==> src/rtl/board_validate.sv <==
// Playfield owner for piece lock-in: writes the four blocks of a landed piece, then removes full rows.
// Latency: 20-cycle clear after reset; lock-in is 4 write cycles + one scan per row + (r+2) cycles per removed row + 1 done cycle.
// Backpressure: none; i_validate_start is taken only in IDLE (o_board_rdy=1), otherwise dropped with no queueing.
//
// Ports:
//   i_clk, i_rst            clock, synchronous active-low reset
//   i_validate_start        lock-in request, sampled only in IDLE
//   i_x0..i_x3 / i_y0..i_y3 absolute block coordinates (x>=COLS or y>=ROWS means "skip this block")
//   i_write_colour          colour written into every block of the piece
//   i_rd_x, i_rd_y          combinational read port address
//   o_rd_occupied/colour    read port data, 0 when out of range
//   o_board_rdy             idle with a cleared or valid board
//   o_write_done            1-cycle pulse, first scan cycle after the writes
//   o_validate_done_flag    1-cycle pulse, operation complete
//   o_lines_cleared         rows removed by the last operation
//   o_score                 accumulated score (only when BOARD_SCORE_EN is defined, otherwise 0)
//
// Optional feature: define BOARD_SCORE_EN to build the scoring accumulator.

module board_validate #(
    parameter int COLS = 10,
    parameter int ROWS = 20
) (
    input  logic        i_clk,
    input  logic        i_rst,
    input  logic        i_validate_start,
    input  logic [5:0]  i_x0,
    input  logic [5:0]  i_x1,
    input  logic [5:0]  i_x2,
    input  logic [5:0]  i_x3,
    input  logic [4:0]  i_y0,
    input  logic [4:0]  i_y1,
    input  logic [4:0]  i_y2,
    input  logic [4:0]  i_y3,
    input  logic [2:0]  i_write_colour,
    input  logic [3:0]  i_rd_x,
    input  logic [4:0]  i_rd_y,
    output logic        o_rd_occupied,
    output logic [2:0]  o_rd_colour,
    output logic        o_board_rdy,
    output logic        o_write_done,
    output logic        o_validate_done_flag,
    output logic [2:0]  o_lines_cleared,
    output logic [23:0] o_score
);

    localparam logic [5:0] COLS_X   = 6'(COLS);
    localparam logic [3:0] COLS_R   = 4'(COLS);
    localparam logic [4:0] ROWS_Y   = 5'(ROWS);
    localparam logic [4:0] LAST_ROW = 5'(ROWS - 1);

    typedef enum logic [2:0] {
        S_CLEAR,
        S_IDLE,
        S_WRITE,
        S_SCAN,
        S_SHIFT,
        S_DONE
    } state_t;

    state_t r_state;
    state_t w_state_nxt;

    // Playfield: one occupancy bit per cell, colour packed 3 bits per cell
    // so that whole rows move in a single assignment during SHIFT.
    logic [COLS-1:0]   r_occ [ROWS];
    logic [3*COLS-1:0] r_col [ROWS];

    logic [4:0] r_clr_row;
    logic [4:0] r_scan_row;
    logic [4:0] r_shift_row;
    logic [1:0] r_wr_idx;
    logic [5:0] r_bx [4];
    logic [4:0] r_by [4];
    logic [2:0] r_colour;
    logic       r_write_done;
    logic [2:0] r_lines;

    logic [5:0] w_blk_x;
    logic [4:0] w_blk_y;
    logic       w_blk_ok;
    logic [4:0] w_wr_lsb;
    logic       w_row_full;
    logic [4:0] w_shift_src;
    logic       w_rd_ok;
    logic [4:0] w_rd_lsb;

    // ------------------------------------------------------------------
    // Block selection and row test
    // ------------------------------------------------------------------
    always_comb begin
        w_blk_x     = r_bx[r_wr_idx];
        w_blk_y     = r_by[r_wr_idx];
        // Full 6-bit compare so x values 16..63 are rejected, not aliased.
        w_blk_ok    = (w_blk_x < COLS_X) && (w_blk_y < ROWS_Y);
        w_wr_lsb    = {1'b0, w_blk_x[3:0]} * 5'd3;
        w_row_full  = &r_occ[r_scan_row];
        w_shift_src = r_shift_row - 5'd1;
    end

    // ------------------------------------------------------------------
    // Read port
    // ------------------------------------------------------------------
    always_comb begin
        w_rd_ok       = (i_rd_x < COLS_R) && (i_rd_y < ROWS_Y);
        w_rd_lsb      = {1'b0, i_rd_x} * 5'd3;
        o_rd_occupied = 1'b0;
        o_rd_colour   = 3'd0;
        if (w_rd_ok) begin
            o_rd_occupied = r_occ[i_rd_y][i_rd_x];
            o_rd_colour   = r_col[i_rd_y][w_rd_lsb +: 3];
        end
    end

    // ------------------------------------------------------------------
    // FSM state register
    // ------------------------------------------------------------------
    always_ff @(posedge i_clk) begin
        if (!i_rst) begin
            r_state <= S_CLEAR;
        end else begin
            r_state <= w_state_nxt;
        end
    end

    // ------------------------------------------------------------------
    // FSM next state and state-decoded outputs
    // ------------------------------------------------------------------
    always_comb begin
        w_state_nxt          = r_state;
        o_board_rdy          = 1'b0;
        o_validate_done_flag = 1'b0;
        case (r_state)
            S_CLEAR: begin
                if (r_clr_row == LAST_ROW) begin
                    w_state_nxt = S_IDLE;
                end
            end
            S_IDLE: begin
                o_board_rdy = 1'b1;
                if (i_validate_start) begin
                    w_state_nxt = S_WRITE;
                end
            end
            S_WRITE: begin
                if (r_wr_idx == 2'd3) begin
                    w_state_nxt = S_SCAN;
                end
            end
            S_SCAN: begin
                if (w_row_full) begin
                    w_state_nxt = S_SHIFT;
                end else if (r_scan_row == 5'd0) begin
                    w_state_nxt = S_DONE;
                end
            end
            S_SHIFT: begin
                if (r_shift_row == 5'd0) begin
                    w_state_nxt = S_SCAN;
                end
            end
            S_DONE: begin
                o_validate_done_flag = 1'b1;
                w_state_nxt          = S_IDLE;
            end
            default: begin
                w_state_nxt = S_CLEAR;
            end
        endcase
    end

    // ------------------------------------------------------------------
    // Playfield storage. Not reset directly: CLEAR zeroes it row by row.
    // Writes are suppressed on a reset edge so an aborted shift stops at once.
    // ------------------------------------------------------------------
    always_ff @(posedge i_clk) begin
        if (i_rst) begin
            case (r_state)
                S_CLEAR: begin
                    r_occ[r_clr_row] <= '0;
                    r_col[r_clr_row] <= '0;
                end
                S_WRITE: begin
                    if (w_blk_ok) begin
                        r_occ[w_blk_y][w_blk_x[3:0]]  <= 1'b1;
                        r_col[w_blk_y][w_wr_lsb +: 3] <= r_colour;
                    end
                end
                S_SHIFT: begin
                    if (r_shift_row != 5'd0) begin
                        r_occ[r_shift_row] <= r_occ[w_shift_src];
                        r_col[r_shift_row] <= r_col[w_shift_src];
                    end else begin
                        r_occ[0] <= '0;
                        r_col[0] <= '0;
                    end
                end
                default: begin
                end
            endcase
        end
    end

    // ------------------------------------------------------------------
    // Datapath registers: counters, latched piece, status
    // ------------------------------------------------------------------
    always_ff @(posedge i_clk) begin
        if (!i_rst) begin
            r_clr_row    <= 5'd0;
            r_scan_row   <= 5'd0;
            r_shift_row  <= 5'd0;
            r_wr_idx     <= 2'd0;
            r_colour     <= 3'd0;
            r_write_done <= 1'b0;
            r_lines      <= 3'd0;
            for (int i = 0; i < 4; i++) begin
                r_bx[i] <= 6'd0;
                r_by[i] <= 5'd0;
            end
        end else begin
            r_write_done <= 1'b0;
            case (r_state)
                S_CLEAR: begin
                    r_clr_row <= (r_clr_row == LAST_ROW) ? 5'd0 : r_clr_row + 5'd1;
                end
                S_IDLE: begin
                    if (i_validate_start) begin
                        r_bx[0]  <= i_x0;
                        r_bx[1]  <= i_x1;
                        r_bx[2]  <= i_x2;
                        r_bx[3]  <= i_x3;
                        r_by[0]  <= i_y0;
                        r_by[1]  <= i_y1;
                        r_by[2]  <= i_y2;
                        r_by[3]  <= i_y3;
                        r_colour <= i_write_colour;
                        r_lines  <= 3'd0;
                        r_wr_idx <= 2'd0;
                    end
                end
                S_WRITE: begin
                    r_wr_idx <= r_wr_idx + 2'd1;
                    if (r_wr_idx == 2'd3) begin
                        r_scan_row   <= LAST_ROW;
                        r_write_done <= 1'b1;
                    end
                end
                S_SCAN: begin
                    if (w_row_full) begin
                        r_shift_row <= r_scan_row;
                    end else if (r_scan_row != 5'd0) begin
                        r_scan_row <= r_scan_row - 5'd1;
                    end
                end
                S_SHIFT: begin
                    // Scan row is left alone so the row that just received
                    // the contents from above is tested again.
                    if (r_shift_row != 5'd0) begin
                        r_shift_row <= w_shift_src;
                    end else begin
                        r_lines <= r_lines + 3'd1;
                    end
                end
                default: begin
                end
            endcase
        end
    end

    assign o_write_done    = r_write_done;
    assign o_lines_cleared = r_lines;

`ifdef BOARD_SCORE_EN
    logic [23:0] r_score;
    logic [23:0] w_score_add;
    logic [24:0] w_score_sum;

    always_comb begin
        case (r_lines)
            3'd0:    w_score_add = 24'd0;
            3'd1:    w_score_add = 24'd40;
            3'd2:    w_score_add = 24'd100;
            3'd3:    w_score_add = 24'd300;
            default: w_score_add = 24'd1200;
        endcase
        w_score_sum = {1'b0, r_score} + {1'b0, w_score_add};
    end

    always_ff @(posedge i_clk) begin
        if (!i_rst) begin
            r_score <= 24'd0;
        end else if (r_state == S_DONE) begin
            // Carry out of bit 23 means the true sum passed 24'hFFFFFF.
            r_score <= w_score_sum[24] ? 24'hFFFFFF : w_score_sum[23:0];
        end
    end

    assign o_score = r_score;
`else
    assign o_score = 24'd0;
`endif

endmodule

==> config.mk <==
export PLATFORM = sky130hd
export DESIGN_NAME = board_validate
export DESIGN_NICKNAME = d
export VERILOG_FILES = /design/src/rtl/board_validate.sv
export SDC_FILE = /design/constraint.sdc
export NUM_CORES = 2
export LEC_CHECK = 0
export CAP_MARGIN = 20
export CORE_ASPECT_RATIO = 1.75
export CORE_UTILIZATION = 50
export DETAILED_ROUTE_END_ITERATION = 8
export PLACE_DENSITY = 0.76
export REMOVE_ABC_BUFFERS = 1
export SLEW_MARGIN = 20
export SYNTH_ARGS = -nofsm -noshare
export SYNTH_HDL_FRONTEND = slang
export SYNTH_SLANG_ARGS = --single-unit
==> constraint.sdc <==
create_clock -name i_clk -period 7 [get_ports i_clk]
set_clock_uncertainty 0.15 [all_clocks]
set_input_delay 1.4 -clock i_clk [delete_from_list [all_inputs] [get_ports i_clk]]
set_output_delay 1.4 -clock i_clk [all_outputs]
set_load 0.005 [all_outputs]
Yosys cells after proc, flatten, opt, wreduce, memory -nomap -nowiden
Memories as Yosys holds them, arrays and structs flattened. A register that Yosys moved wholly into a read port is not among the register bits. Index checks and enable logic that the tools add are counted.

Bits in registers: 27. Bits in writable memories: 844. Input bits: 59. Output and inout bits: 34. Logic and storage cells: 163. Memories: 4.

Add/subtract/negate cells: 6. Multiply operators: 2. Magnitude comparators: 7. Equal/unequal tests: 17. Shift-type cells: 3. Multiplexer cells: 82. Bitwise logic cells: 8. Reductions and logical operators: 26.

Memories: r_col (depth 20, bits a word 30, read ports 2, clocked after Yosys merged registers in 0, wr ports 1, line 67) `logic [3*COLS-1:0] r_col [ROWS];`; r_occ (depth 20, bits a word 10, read ports 3, clocked after Yosys merged registers in 1, wr ports 1, line 66) `logic [COLS-1:0] r_occ [ROWS];`; r_bx (depth 4, bits a word 6, read ports 1, clocked after Yosys merged registers in 1, wr ports 4, line 73) `logic [5:0] r_bx [4];`; r_by (depth 4, bits a word 5, read ports 1, clocked after Yosys merged registers in 1, wr ports 4, line 74) `logic [4:0] r_by [4];`.

Operator list (number): 30-bit 2-to-1 mux (7); 5-bit 2-to-1 mux (18); 30-bit OR reduction (3); 10-bit 2-to-1 mux (7); 10-bit OR reduction (3); 3-bit by 7-bit variable shift with 30-bit output (first input constant) (1); 3-bit by 7-bit indexed part select with 30-bit output (1); 30-bit by 6-bit indexed part select with 3-bit output (1); 3-bit 2-to-1 mux (9); 1-bit 2-to-1 mux (25); 6-bit 2-to-1 mux (4); 5-bit case mux with 2 select lines (2); 2-bit != test (second input constant) (9); 3-bit case mux with 6 select lines (1); 5-bit logical NOT (2); 4-bit by 5-bit less-than comparator with 1-bit output (second input constant) (2); 5-bit less-than comparator (second input constant) (2); 4-bit by 2-bit multiplier with 5-bit output (second input constant) (2); 2-bit 2-to-1 mux (5); 10-bit AND reduction (1); 5-bit nonzero test (2); 5-bit by 1-bit subtractor with 5-bit output (second input constant) (2); 1-bit OR (8); 2-bit nonzero test (4); other kinds (23) (30).

Depth between registers and ports, before layout
Depth after elaboration: 10. Depth in mapped cells: 23. Mapped depth without buffers: 16.

Worst setup path before layout
OpenSTA, ideal clock, no wires.

Path type: input -> output. Start point: input port i_rd_y[0]. End point: output port o_rd_colour[0]. Arrival time: 5.053 ns. Required time: 5.450 ns. Path slack: 0.397 ns. Stages: 13. Path buffers: 5. Path through: buf_2 buf_2 clkbuf_1 buf_1 clkbuf_1 mux4_2 a211oi_1 a21oi_1 mux4_2 mux2i_1 nor2_1 a21oi_1 nor2_1.

Word-level cells in the longest chain between the ends: 3. Elaborated cells between the ends (all ways): 5. Classes of those cells: order compare: 1; shift: 1; mux: 1; reduce/logical: 1; memory: 1.

RTL lines: start, declared (line 37) `input logic [4:0] i_rd_y,`; memory 20 x 30 bit or 5-bit less-than comparator (tied branches); 30-bit by 6-bit indexed part select with 3-bit output or 1-bit logical AND (tied branches) (line 111, 105); 3-bit 2-to-1 mux (*) (line 109) `if (w_rd_ok) begin`; end, declared (line 39) `output logic [2:0] o_rd_colour,`.

Every way passes the cells marked *; elsewhere a longest branch is shown, timed or not.

Worst setup path after layout
Start point: input port i_rd_y[0]. End point: output port o_rd_colour[2].

The elaborated chain is that of the path after synthesis.

==> impl_metrics.ini <==
[yosys]
synth-edff-count = 844
synth-simple-area-share_pct = 13.23
synth_fa_ha_area_share_pct = 0.6201
yosysTopAreaCell = edfxtp_1
syn_inst = 3524
yosys_register_bits = 878
synth_seq_area_share_pct = 53.30
yosys.area.top_type_share_pct = 51.90
synth_flop_cell = edfxtp_1
synth_cell_types = 81
synthXorXnorAreaFrac_pct = 0.4023
ys_warn_count = 0
async_reset_ff_share_pct = 0
syn_area_um2 = 48830
synthMuxAreaShare_pct = 24.13
synth_area_per_cell_um2 = 13.86
synth_area_leaders = edfxtp_1 (52%), mux4_2 (22%), nor3_1 (5.6%)
synth_compound_area_share_pct = 4.607
synth_top_family_by_area = multiplexers

[sta]
rsz0062_at_grt = no
period_share_pct = 98.30
hold_violations = 0
fin_setup_tns_ps = 0
final-setup-viol-count = 0
max-slew-margin-rel_pct = 23.59
max_clock_freq_ghz = 0.1453
period_needed_ps = 6881
slew_violations = 0
worst_pin_slew_ps = 1146

[worst_setup_path]
path_class = input pin to output pin
path_max_fanout = 17
cp.required_ps = 5450
r2r_end = r_col[7][11]$_DFFE_PP_
r2r_cells = 20
start_kind = input pin
worstPathArrival_ps = 5330
cp-end-kind = output pin
r2r_slack_ps = 400

[final_layout]
layout_commonest_cell = edfxtp_1
fin_area_um2 = 54150
utilization_pct = 55.98
areaGrowthSynthToFinish_pct = 10.90
fin_nets = 3542
drive_gt1_share_pct = 27.25
final_cell_mix = edfxtp_1 (844), nor3_1 (541), mux4_2 (471)

[run_status]
violations = design-rule violations
status = finished, violations left

[clock_network]
post_cts_buffers = 0
cts_tree = built
clk_pin_slew_ps = 70
clk_latency_ps = 710
clock_tree.buffer_depth = 3
numCtsBuffers = 77
cts-root-buf = clkbuf_16
cts_sinks = 878
cts-resized-gates = 0
ctsHoldBuffers = 0
cts_htree_levels = 3

[global_route]
grt-ovfl-total = 0
grt_start_max_net_pins = 117
grt_usage_pct = 30.77
grt_first_pass_wirelength_um = 223300
first_global_vias = 34710
antenna_found_initial = 7

[detailed_routing]
drc = 2
ant_nets = 0
drt_iter0_markers = 4329
drt-total-wl_um = 150600
vias_per_cell = 7.174
drt_pass1_iterations = 8
drt-wirelength-per-cell_um = 31.25
vias = 34580

[floorplanning]
die-height_um = 415.4
dieArea_um2 = 98970
initial_utilization_pct = 50.48
coreArea_um2 = 96730
die_x_um = 238.2
pin_count = 93
rows = 151

[power_and_ir_drop]
cellPowerDensity_nw_per_um2 = 295.3
ir_drop_mv = 0.3985
p_leak_nw = 17.81

[hold_path]
hold_class = flip-flop to flip-flop
whs_endpoint = o_lines_cleared[2]$_SDFFE_PN0P_
whs_path_depth = 2
hold_start = o_lines_cleared[2]$_SDFFE_PN0P_

[place]
gp_congestion = 0.9870
dp_hpwl_um = 99230
io_buffers = 68
dpl_cell_area_um2 = 51520

[run]
drv_cap = 0
-- synth_stat cells (7+ instances only) --
library cell and instances:
inv_1 20, and2_1 52, nor2_1 289, nor2b_1 48
ha_1 21, buf_6 7, nand2_1 103, o22ai_1 24
a31oi_1 15, nor3_2 90, mux2i_1 95, nand3_1 24
a21oi_1 108, buf_4 24, nand4_1 45, clkbuf_1 308
or3_1 7, buf_1 54, mux4_2 471, mux2_2 18
xnor2_1 12, edfxtp_1 844, o21ai_0 37, nor3_1 542
dfxtp_1 34, a211oi_1 83, buf_2 21
-- flip-flops by register name, indices dropped and copies added (netlist names), named ones only --
signal           count
r_col              600
r_shift_row          5
r_scan_row           5
r_by                20
r_colour             3
r_occ              200
r_clr_row            5
o_lines_cleared      3
o_write_done         1
r_state              3
r_wr_idx             2
r_bx                24
-- cell type report --
class / instances / area (um^2)
diodes: 4 / 10.01
clock buffers: 90 / 2049
clock inverters: 45 / 445.4
fillers: 7524 / 42580
inverters: 23 / 86.33
multi-input cells: 2232 / 21500
flip-flops and latches: 878 / 26030
well taps: 1300 / 1627
repair buffers: 248 / 2401
-- per-layer routing --
layer	share of wire [%]	up-vias	global-route usage, %
met1	31	17540	33.71
met5	0.035	-	0
met3	9.4	639	6.489
li1	-	13900	-
met4	8.8	6	24.26
met2	50	2493	51.71
-- metrics by stage --
step	worst slack [ps]	power, mW	std cells	hold WS (ps)
2_1_floorplan	-9573	9.082	3133	324.4
3_3_place_gp	196.3	11.46	4673	342.2
3_5_place_dp	207.2	11.55	4680	348.5
4_1_cts	180.5	15.84	4815	369.2
5_1_grt	3.382	16.41	4819	420.5
6_report	118.7	15.99	4820	363.0
-- power by group --
| part | internal, mW | leakage (nW) | switching [mW] |
|---|---|---|---|
| registers | 6.05 | 9.45 | 0.172 |
| logic | 1.45 | 7.13 | 3.95 |
| clock network | 2.34 | 1.23 | 2.02 |
| total | 9.84 | 17.8 | 6.15 |
-- logic make-up after synthesis --
kind of cell,Yosys count
muxes,585
xor gates and xnor gates,20
adders and majority gates,23
DFF,878
other,1
buffers and inverters,437
and+or+nand+nor,1238
AOI/OAI and AO/OA,342
-- worst max path at each step --
stage | from | end | slack [ps] | depth (start not counted)
2_1_floorplan | r_shift_row[0]$_SDFFE_PN0P_ | r_col[0][2]$_DFFE_PP_ | -9570 | 8
3_3_place_gp | i_rd_y[0] | o_rd_colour[2] | 200 | 13
3_5_place_dp | i_rd_y[0] | o_rd_colour[2] | 210 | 13
4_1_cts | i_rd_y[0] | o_rd_colour[2] | 180 | 13
5_1_grt | i_rd_y[0] | o_rd_colour[0] | 3 | 14
6_report | i_rd_y[0] | o_rd_colour[2] | 120 | 10
-- worst max-delay path, cell delays in order --
cell and delay (ps):
buf_8 220, buf_12 240, mux4_2 520, mux4_2 510
mux2i_1 660, mux2i_1 220, mux4_2 490, a211oi_1 320
a311oi_1 170, clkdlybuf4s50_1 560
(Power assumes the default switching activity.)
